==> src/rtl/ascon_pack.sv <==
// Shared types and constants for the ASCON-128 control FSM: state encoding,
// round-index type, permutation lengths and the registered-output bundle.
package ascon_pack;

  typedef enum logic [2:0] {
    ST_IDLE,
    ST_INIT,
    ST_WAIT_AD,
    ST_AD,
    ST_WAIT_PT,
    ST_PT,
    ST_FINAL,
    ST_DONE
  } ctrl_state_t;

  typedef logic [3:0] round_t;

  localparam int unsigned ROUNDS_A = 12;
  localparam int unsigned ROUNDS_B = 6;

  // Both permutations end on index 11; a shorter p^b starts later in the table.
  localparam round_t PA_START   = round_t'(12 - ROUNDS_A);
  localparam round_t PB_START   = round_t'(12 - ROUNDS_B);
  localparam round_t LAST_ROUND = 4'd11;

  typedef struct packed {
    logic init;
    logic reg_state;
    logic xor_data;
    logic xor_key_begin;
    logic xor_key_end;
    logic xor_lsb;
    logic cipher;
    logic tag;
    logic cipher_valid;
    logic done;
    logic busy;
  } ctrl_out_t;

endpackage

==> src/rtl/ascon_round_counter.sv <==
// 4-bit round-constant index: loadable start value, +1 per enabled cycle,
// flags the last round. Exposes its next value so outputs can be registered.
module ascon_round_counter
  import ascon_pack::*;
(
  input  logic       clk_i,
  input  logic       rst_i,
  input  logic       load_i,
  input  logic [3:0] load_val_i,
  input  logic       en_i,
  output logic [3:0] count_o,
  output logic [3:0] count_next_o,
  output logic       last_o
);

  logic [3:0] count_q;
  logic [3:0] count_d;

  always_comb begin
    count_d = count_q;
    if (load_i) begin
      count_d = load_val_i;
    end else if (en_i) begin
      count_d = count_q + 4'd1;
    end
  end

  always_ff @(posedge clk_i) begin
    if (rst_i) begin
      count_q <= '0;
    end else begin
      count_q <= count_d;
    end
  end

  assign count_o      = count_q;
  assign count_next_o = count_d;
  assign last_o       = (count_q == LAST_ROUND);

endmodule

==> src/rtl/ascon_ctrl_fsm.sv <==
// ASCON-128 control FSM: sequences Init p^a, AD/PT p^b blocks and Final p^a.
// Optional decryption mode is built with `define ASCON_DECRYPT_EN.
module ascon_ctrl_fsm
  import ascon_pack::*;
#(
  parameter int unsigned AD_BLOCKS = 1,
  parameter int unsigned PT_BLOCKS = 3
) (
  input  logic       clock_i,
  input  logic       reset_i,
  input  logic       start_i,
  input  logic       data_valid_i,
`ifdef ASCON_DECRYPT_EN
  input  logic       decrypt_i,
  output logic       en_replace_data_o,
`endif
  output logic [3:0] round_o,
  output logic       init_o,
  output logic       en_reg_state_o,
  output logic       en_xor_data_o,
  output logic       en_xor_key_begin_o,
  output logic       en_xor_key_end_o,
  output logic       en_xor_lsb_o,
  output logic       en_cipher_o,
  output logic       en_tag_o,
  output logic       cipher_valid_o,
  output logic       end_o,
  output logic       busy_o,
  output logic [2:0] state_dbg_o
);

  // Handshake: there is no ready. start_i is consumed in the cycle it is seen
  // high in IDLE/DONE, data_valid_i in the cycle it is seen high in WAIT_AD or
  // WAIT_PT; in every other state both are ignored, never queued.

  localparam logic [3:0] AD_LAST = 4'(AD_BLOCKS - 1);
  localparam logic [3:0] PT_LAST = 4'(PT_BLOCKS - 1);

  ctrl_state_t state_q, state_d;
  logic [3:0]  blk_q, blk_d;
  ctrl_out_t   out_q, out_d;
  logic        data_first;

  logic        cnt_load;
  logic [3:0]  cnt_load_val;
  logic        cnt_en;
  logic [3:0]  cnt_q;
  logic [3:0]  cnt_next;
  logic        cnt_last;

`ifdef ASCON_DECRYPT_EN
  logic dec_q, dec_d;
  logic repl_q, repl_d;
`endif

  ascon_round_counter u_round_counter (
    .clk_i        (clock_i),
    .rst_i        (reset_i),
    .load_i       (cnt_load),
    .load_val_i   (cnt_load_val),
    .en_i         (cnt_en),
    .count_o      (cnt_q),
    .count_next_o (cnt_next),
    .last_o       (cnt_last)
  );

  always_comb begin
    state_d      = state_q;
    blk_d        = blk_q;
    cnt_load     = 1'b0;
    cnt_load_val = PA_START;
    cnt_en       = 1'b0;
`ifdef ASCON_DECRYPT_EN
    dec_d        = dec_q;
`endif
    case (state_q)
      ST_IDLE, ST_DONE: begin
        if (start_i) begin
          state_d      = ST_INIT;
          blk_d        = '0;
          cnt_load     = 1'b1;
          cnt_load_val = PA_START;
`ifdef ASCON_DECRYPT_EN
          dec_d        = decrypt_i;
`endif
        end
      end
      ST_INIT: begin
        if (cnt_last) state_d = ST_WAIT_AD;
        else          cnt_en  = 1'b1;
      end
      ST_WAIT_AD: begin
        if (data_valid_i) begin
          state_d      = ST_AD;
          cnt_load     = 1'b1;
          cnt_load_val = PB_START;
        end
      end
      ST_AD: begin
        if (cnt_last) begin
          if (blk_q == AD_LAST) begin
            blk_d   = '0;
            state_d = ST_WAIT_PT;
          end else begin
            blk_d   = blk_q + 4'd1;
            state_d = ST_WAIT_AD;
          end
        end else begin
          cnt_en = 1'b1;
        end
      end
      ST_WAIT_PT: begin
        if (data_valid_i) begin
          cnt_load = 1'b1;
          // The last (padded) plaintext block is absorbed by Final itself.
          if (blk_q == PT_LAST) begin
            state_d      = ST_FINAL;
            cnt_load_val = PA_START;
          end else begin
            state_d      = ST_PT;
            cnt_load_val = PB_START;
          end
        end
      end
      ST_PT: begin
        if (cnt_last) begin
          blk_d   = blk_q + 4'd1;
          state_d = ST_WAIT_PT;
        end else begin
          cnt_en = 1'b1;
        end
      end
      ST_FINAL: begin
        if (cnt_last) state_d = ST_DONE;
        else          cnt_en  = 1'b1;
      end
      default: state_d = ST_IDLE;
    endcase
  end

  // Outputs are decoded from the next state/round so they land in the same
  // cycle as the state they describe, straight out of flops.
  always_comb begin
    out_d      = '0;
    data_first = 1'b0;
`ifdef ASCON_DECRYPT_EN
    repl_d     = 1'b0;
`endif
    case (state_d)
      ST_INIT: begin
        out_d.reg_state   = 1'b1;
        out_d.init        = (cnt_next == PA_START);
        out_d.xor_key_end = (cnt_next == LAST_ROUND);
      end
      ST_AD: begin
        out_d.reg_state = 1'b1;
        out_d.xor_data  = (cnt_next == PB_START);
        out_d.xor_lsb   = (cnt_next == LAST_ROUND) && (blk_d == AD_LAST);
      end
      ST_PT: begin
        out_d.reg_state = 1'b1;
        data_first      = (cnt_next == PB_START);
        out_d.cipher    = data_first;
      end
      ST_FINAL: begin
        out_d.reg_state     = 1'b1;
        data_first          = (cnt_next == PA_START);
        out_d.cipher        = data_first;
        out_d.xor_key_begin = data_first;
        out_d.xor_key_end   = (cnt_next == LAST_ROUND);
        out_d.tag           = (cnt_next == LAST_ROUND);
      end
      default: ;
    endcase
`ifdef ASCON_DECRYPT_EN
    out_d.xor_data = out_d.xor_data | (data_first & ~dec_d);
    repl_d         = data_first & dec_d;
`else
    out_d.xor_data = out_d.xor_data | data_first;
`endif
    out_d.busy         = (state_d != ST_IDLE) && (state_d != ST_DONE);
    out_d.done         = (state_d == ST_DONE);
    out_d.cipher_valid = out_q.cipher;
  end

  always_ff @(posedge clock_i) begin
    if (reset_i) begin
      state_q <= ST_IDLE;
      blk_q   <= '0;
      out_q   <= '0;
`ifdef ASCON_DECRYPT_EN
      dec_q   <= 1'b0;
      repl_q  <= 1'b0;
`endif
    end else begin
      state_q <= state_d;
      blk_q   <= blk_d;
      out_q   <= out_d;
`ifdef ASCON_DECRYPT_EN
      dec_q   <= dec_d;
      repl_q  <= repl_d;
`endif
    end
  end

`ifdef ASCON_DECRYPT_EN
  assign en_replace_data_o = repl_q;
`endif
  assign round_o            = cnt_q;
  assign init_o             = out_q.init;
  assign en_reg_state_o     = out_q.reg_state;
  assign en_xor_data_o      = out_q.xor_data;
  assign en_xor_key_begin_o = out_q.xor_key_begin;
  assign en_xor_key_end_o   = out_q.xor_key_end;
  assign en_xor_lsb_o       = out_q.xor_lsb;
  assign en_cipher_o        = out_q.cipher;
  assign en_tag_o           = out_q.tag;
  assign cipher_valid_o     = out_q.cipher_valid;
  assign end_o              = out_q.done;
  assign busy_o             = out_q.busy;
  assign state_dbg_o        = state_q;

endmodule

==> config.mk <==
export PLATFORM = sky130hd
export DESIGN_NAME = ascon_ctrl_fsm
export DESIGN_NICKNAME = d
export VERILOG_FILES = /design/src/rtl/ascon_pack.sv /design/src/rtl/ascon_round_counter.sv /design/src/rtl/ascon_ctrl_fsm.sv
export SDC_FILE = /design/constraint.sdc
export NUM_CORES = 1
export LEC_CHECK = 0
export BUFFER_PORTS_ARGS = -buffer_cell sky130_fd_sc_hd__buf_2
export CAP_MARGIN = 20
export CORE_UTILIZATION = 55
export CTS_BUF_LIST = sky130_fd_sc_hd__clkbuf_4
export DETAILED_ROUTE_END_ITERATION = 8
export GPL_ROUTABILITY_DRIVEN = 0
export HOLD_SLACK_MARGIN = 0.06
export PLACE_DENSITY = 0.78
export SYNTH_ARGS = -nofsm -noshare
export SYNTH_HDL_FRONTEND = slang
export SYNTH_SLANG_ARGS = --single-unit
==> constraint.sdc <==
create_clock -name clock_i -period 3.25 [get_ports clock_i]
set_input_delay 0.4875 -clock clock_i [delete_from_list [all_inputs] [get_ports clock_i]]
set_output_delay 0.4875 -clock clock_i [all_outputs]
set_load 0.005 [all_outputs]
## Word level (Yosys, flattened, before mapping)

Index checks and enable logic that the tools add are counted.
W data, S select, Z words.

| operators by class | value |
|---|---|
| shifts and indexed selects | 0 |
| muxes and demuxes | 29 |
| equality and inequality tests | 17 |
| reduce and logical (&&, ||, !) cells | 16 |
| multiply operators | 0 |
| $add $sub $neg | 2 |
| magnitude comparators | 0 |
| bitwise gates (word level) | 5 |
| div/mod/pow operators | 0 |

Operator list:

| operator | number |
|---|---|
| $mux W3 | 11 |
| $mux W4 | 6 |
| $eq A3 B3 Y1 const B | 7 |
| $pmux W3 S7 | 1 |
| $reduce_or A2 Y1 | 7 |
| $logic_not A4 Y1 | 3 |
| $pmux W4 S3 | 1 |
| $eq A3 B2 Y1 const B | 3 |
| $add A4 B1 Y4 const B | 2 |
| $eq A4 B4 Y1 const B | 2 |
| $reduce_or A4 Y1 | 2 |
| $eq A3 B1 Y1 const B | 2 |
| $mux W1 | 6 |
| $pmux W3 S2 | 1 |
| $eq A4 B2 Y1 const B | 1 |
| $eq A4 B3 Y1 const B | 1 |
| $not A1 Y1 | 4 |
| $pmux W1 S2 | 2 |
| $logic_not A3 Y1 | 1 |
| $ne A3 B3 Y1 const B | 1 |
| $reduce_bool A3 Y1 | 1 |
| $logic_and A1 B1 Y1 | 2 |
| $mux W2 | 1 |
| $or A1 B1 Y1 | 1 |

| word-level totals | value |
|---|---|
| bits in read-only memories | 0 |
| bits in registers | 22 |
| memories kept | 0 |
| word-level logic and storage cells | 83 |
| bits in writable memories | 0 |
| output and inout port bits | 18 |
| bits in latches | 0 |
| input bits | 4 |

## Depth between registers and ports, before layout

| depth | value |
|---|---|
| depth after elaboration | 8 |
| mapped depth | 8 |
| gate-level depth less buffers | 8 |

## Modules after synthesis

From an unflattened synthesis, not the netlist that was laid out.

| unflattened totals | value |
|---|---|
| cell total of the unflattened synthesis | 160 |
| area total of the unflattened synthesis | 1361.3 um^2 |

By module, submodules not included:

| module | area each (um^2) | instances | seq. area each (um^2) | cells each |
|---|---|---|---|---|
| ascon_ctrl_fsm | 1121.1 | 1 | 360.3 | 132 |
| ascon_round_counter | 240.2 | 1 | 80.1 | 28 |

## Worst setup path before layout

OpenSTA, ideal clock, no wires.

| path | value |
|---|---|
| kind | register to register |
| start | reg u_round_counter.count_q[2] (netlist: u_round_counter.count_o[2]) |
| end | reg out_q (netlist bit en_xor_lsb_o) |
| data required time | 3.177 ns |
| path slack | 0.951 ns |
| clock period less this slack | 2.299 ns |
| stages on the path, launching flop included | 8 |
| data arrival time | 2.225 ns |
| library setup time | 0.073 ns |
| path buffers | 1 |
| cells stage by stage | dfxtp_1 -> clkbuf_1 -> nand3b_4 -> o21ai_4 -> mux2i_1 -> or4_4 -> or4_1 -> nor3_2 |

| between the ends | value |
|---|---|
| word-level cells in the longest chain between the ends | 7 |
| elaborated cells on any way between the ends | 20 |
| those cells by class | add/sub (1); eq/ne (3); mux (12); bitwise (1); reduce/logical (3) |

RTL lines:

| element | RTL line | RTL |
|---|---|---|
| start: declaration | ascon_round_counter.sv:16 | `logic [3:0] count_q;` |
| start signal: assignment | ascon_round_counter.sv:32 | `count_q <= count_d;` |
| $eq A4 B4 Y1 | ascon_round_counter.sv:38 | `assign last_o = (count_q == LAST_ROUND);` |
| $mux W1 (2 in series) | -- |  |
| $mux W4 | ascon_round_counter.sv:23 | `end else if (en_i) begin` |
| $mux W4 | ascon_round_counter.sv:21 | `if (load_i) begin` |
| $eq A4 B4 Y1 | ascon_ctrl_fsm.sv:158 | `out_d.xor_lsb = (cnt_next == LAST_ROUND) && (blk_d == AD_LAST);` |
| $logic_and A1 B1 Y1 | ascon_ctrl_fsm.sv:158 |  |
| end signal: assignment | ascon_ctrl_fsm.sv:198 | `out_q <= out_d;` |
| end: declaration | ascon_ctrl_fsm.sv:41 | `ctrl_out_t out_q, out_d;` |

Several ways; a longest one is shown, not always the timed one.
A chain may end at the register's enable or synchronous reset.

## Worst setup path in the final report

| path | value |
|---|---|
| start | reg state_q[1] (netlist: state_dbg_o[1]) |
| end | reg out_q (netlist bit en_xor_lsb_o) |

| between the ends | value |
|---|---|
| word-level cells in the longest chain between the ends | 7 |
| elaborated cells on any way between the ends | 31 |
| those cells by class | eq/ne (9); mux (14); bitwise (1); reduce/logical (7) |

RTL lines:

| element | RTL line | RTL |
|---|---|---|
| start: declaration | ascon_ctrl_fsm.sv:39 | `ctrl_state_t state_q, state_d;` |
| start signal: assignment | ascon_ctrl_fsm.sv:196 | `state_q <= state_d;` |
| $eq A3 B3 Y1, or another cell as far along | ascon_ctrl_fsm.sv:76 | `case (state_q)` |
| $reduce_or A4 Y1 (no line) | -- |  |
| $mux W1 | -- |  |
| $mux W4 | ascon_round_counter.sv:23 |  |
| $mux W4 | ascon_round_counter.sv:21 |  |
| $eq A4 B4 Y1 | ascon_ctrl_fsm.sv:158 |  |
| $logic_and A1 B1 Y1 | ascon_ctrl_fsm.sv:158 |  |

Several ways; a longest one is shown, not always the timed one.

==> reports/qor_table.md <==
| Item | Reported |
| --- | --- |
| Via Count | 1219 |
| Number of clock buffers inserted by TritonCTS | 3 |
| Worst setup slack before clock tree synthesis | 532 ps |
| Time the worst path needs with I/O delays and setup | 2760 ps |
| Total Die Area | 2630 um^2 |
| Top flip-flop cell by instance count after synthesis | dfxtp_1 |
| Drt first-iter violations | 13 |
| Most numerous cell in the Yosys netlist | dfxtp_1 |
| Critical path's top delay family | simple AND/OR/NAND/NOR gates |
| Rel. slew slack | 0.552 |
| Setup violators final | 0 |
| Met2 layer usage reported by global route | 0.463 |
| Combined buffer and inverter count along the critical path | 0 |
| Global-route total usage across every layer | 0.249 |
| Startpoint-to-endpoint class of the critical path | flop to flop |
| Post-detailed-route count of antenna-violating nets | 0 |
| Result of the run | complete, no violations |
| Most used routing layer | met2 |
| Initial DRT Pass Iterations | 5 |
| Hold Crit Start | en_cipher_o$_SDFF_PP0_ |
| Pleak | 0.694 nW |
| Cell area after layout | 1490 um^2 |
| Required time of the critical path | 3500 ps |
| H-tree depth | 1 |
| Launching point of the worst reg2reg path | state_dbg_o[1]$_SDFF_PP0_ |
| Initial antenna violation count | 0 |
| Max Root-Sink Buffers | 2 |
| Unrepaired setup endpoints after global routing | no |
| Wire length per cell after detailed routing | 14.2 um |
| Most frequent cells after synthesis | dfxtp_1 (22), nand2_1 (16), nor2_1 (12) |
| Overflow after GRT | 0 |
| Worst R2R Path Depth | 6 |
| Sequential share of the synthesized area | 0.330 |
| Via count normalized by instance count | 5.98 |
| CP Capture Type | flop |
| Maximum number of pins on one net before global-route repair | 21 |
| Sink count of the clock tree | 22 |
| Detailed placer's ending HPWL | 2190 um |
| Die Wd | 51.2 um |
| Hold slack | 477 ps |
| Final worst setup slack | 487 ps |
| Cell type with the highest aggregate area in the netlist | dfxtp_1 |
| Post-CTS Setup Repair Bufs | 0 |
| Num rows | 17 |
| Period utilisation layout | 0.850 |
| Destination of the worst hold path | cipher_valid_o$_SDFF_PP0_ |
| Hold Fails Final Rpt | 0 |
| Final nets | 185 |
| First-pass GRT wire length | 4970 um |
| Starting density of the core | 0.592 |
| Area after DPL | 1440 um^2 |
| Skew-Pair Late Insertion Delay | 320 ps |
| CP Max Fanout | 20 |
| Clock Pin Slew Worst Setup and Hold Paths | 130 ps |
| Power density over the cells | 367 nW/um^2 |
| Max-slew violation total from the final report | 0 |
| Area Overhead vs Synth | 12.0% |
| Number of enable-type register cells in the synthesized netlist | 0 |
| Antenna cell count | 0 |
| Via count of the first global-routing pass | 1148 |
| Yosys cell types | 52 |
| Core area | 2250 um^2 |
| CP Launch Type | flop |
| Cells resized by post-CTS repair | 0 |
| Setup TNS | 0 ps |
| Fraction of met1 tracks used by global routing | 0.279 |
| Arrival time at the worst endpoint | 3010 ps |
| Hold Path Depth | 1 |
| Met3 track demand over resource in global routing | 0.0565 |
| Type of the worst min-delay path | flop to flop |
| Number of storage elements in the synthesis netlist | 22 |
| Number of violations of the max-capacitance limit | 0 |
| Worst slew pin tran | 672 ps |
| Total Power | 548 uW |
| Destination of the worst register-to-register timing path | en_xor_lsb_o$_SDFF_PP0_ |
| Final clock skew | 2.59 ps |
| Cell count after synthesis | 159 |
| Number of warning messages in the yosys log | 0 |
| Die Y | 51.2 um |
| Post-synthesis net count | 167 |
| CTS tree | yes |
| Hold buffer count at cts | 0 |
| Top cells by area in the synthesized netlist | dfxtp_1 (33%), nand2_1 (4.5%), ha_1 (3.8%), mux2i_1 (3.8%), nand2b_1 (3.8%) |
| Fraction of post-synthesis cell area in the top cell type by area | 0.330 |
| Crit-path slowest cell | dfxtp_1 |
| Timing-limited maximum frequency | 0.362 GHz |
| Count of pins on the block boundary | 22 |
| FILL cells | 187 |
| Average size of a mapped cell | 8.39 um^2 |
| Largest vdd supply drop | 0.380 mV |
| Overall routed net length | 2890 um |
| Count of input and output buffers | 21 |
| Clock Root Buffer | clkbuf_4 |
| Cell breakdown of the critical path | mux2i_1, or3_1, o211ai_1, or4_4, or4_1, nor3_2 |
| Residual DRC count | 0 |
| Worst path max stage delay | 780 ps |
| Post-synthesis instance area | 1330 um^2 |
| Async set-or-reset flop fraction in the synthesized netlist | 0 |
| Internal reg-to-reg setup slack | 490 ps |
| Layout cell share with drive strength beyond 1 | 0.222 |
cell families (layout without fill, tap and decap cells):
kind of cell / Yosys count / count (layout) / share of synthesized area
simple gates: 78 / 78 / 0.338
compound gates: 31 / 31 / 0.184
flops: 22 / 22 / 0.330
buf+inv: 15 / 32 / 0.0469
mux: 5 / 5 / 0.0375
fa+ha+maj: 4 / 4 / 0.0375
xor+xnor: 4 / 4 / 0.0263
cells in the final DEF (no fill, tap or decap), types with 2 or more instances in the layout:
cell type and instances:
nand2_1 16, o41ai_1 2, clkbuf_4 3, nor4_1 2, nand4_1 3, o21bai_1 2, dfxtp_1 22, buf_2 21
nor3_1 5, or3_1 2, or4_1 2, xor2_1 4, inv_1 6, a21boi_0 2, o21a_1 2, a21oi_1 3
mux2i_1 5, ha_1 4, nand2b_1 8, o21ai_0 3, a21o_1 2, nor2b_1 5, o211ai_1 3, nor2_1 12
nand3_1 7, and3_1 2, or2_2 4
cell type report:
class,count,area (um^2),area share
timing repair buffer,22,113,0.0754
sequential,22,440,0.295
tap,28,35.0,0.0235
multi-input combinational,122,831,0.556
inverter,6,22.5,0.0151
clock buffer,3,22.5,0.0151
clock inverter,1,30.0,0.0201
through the flow:
| step | util | std cells |
|---|---|---|
| finish | 0.663 | 204 |
| global route | 0.663 | 204 |
| CTS | 0.663 | 204 |
| detailed placement | 0.639 | 200 |
| global placement | 0.639 | 200 |
| floorplan | - | 159 |
worst reg2reg max path, stage by stage, from the launching register on:
cell      delay (ps)
dfxtp_1          780
mux2i_1          250
or3_1            120
o211ai_1         200
or4_4            610
or4_1            550
nor3_2           190
worst max path at each step:
stage                                                startpoint                      end  slack [ps]  cells after the start
after floorplan           u_round_counter.count_o[2]$_SDFF_PP0_  en_xor_lsb_o$_SDFF_PP0_         950                      7
after global placement                state_dbg_o[1]$_SDFF_PP0_  en_xor_lsb_o$_SDFF_PP0_         650                      6
after detailed placement              state_dbg_o[1]$_SDFF_PP0_  en_xor_lsb_o$_SDFF_PP0_         530                      6
after CTS                             state_dbg_o[1]$_SDFF_PP0_  en_xor_lsb_o$_SDFF_PP0_         520                      6
after global routing                  state_dbg_o[1]$_SDFF_PP0_  en_xor_lsb_o$_SDFF_PP0_         360                      6
final                                 state_dbg_o[1]$_SDFF_PP0_  en_xor_lsb_o$_SDFF_PP0_         490                      6
state kept, by name, indices dropped and copies added, names as in the netlist:
name                     count
en_xor_key_end_o             1
en_reg_state_o               1
u_round_counter.count_o      4
en_tag_o                     1
end_o                        1
en_xor_key_begin_o           1
en_cipher_o                  1
state_dbg_o                  3
blk_q                        4
en_xor_lsb_o                 1
init_o                       1
busy_o                       1
en_xor_data_o                1
cipher_valid_o               1
report_power, final:
part | internal, mW | total (mW) | switching (mW)
combinational | 0.0236 | 0.0537 | 0.0301
sequential | 0.275 | 0.282 | 0.00720
clock | 0.125 | 0.212 | 0.0874
per-layer routing:
layer / routed length, um / share of wire
met1: 1310 / 0.45
met2: 1460 / 0.51
met3: 91 / 0.031
met4: 30 / 0.010
met5: 0 / 0
Note: power is estimated with default switching activity, not from simulation.
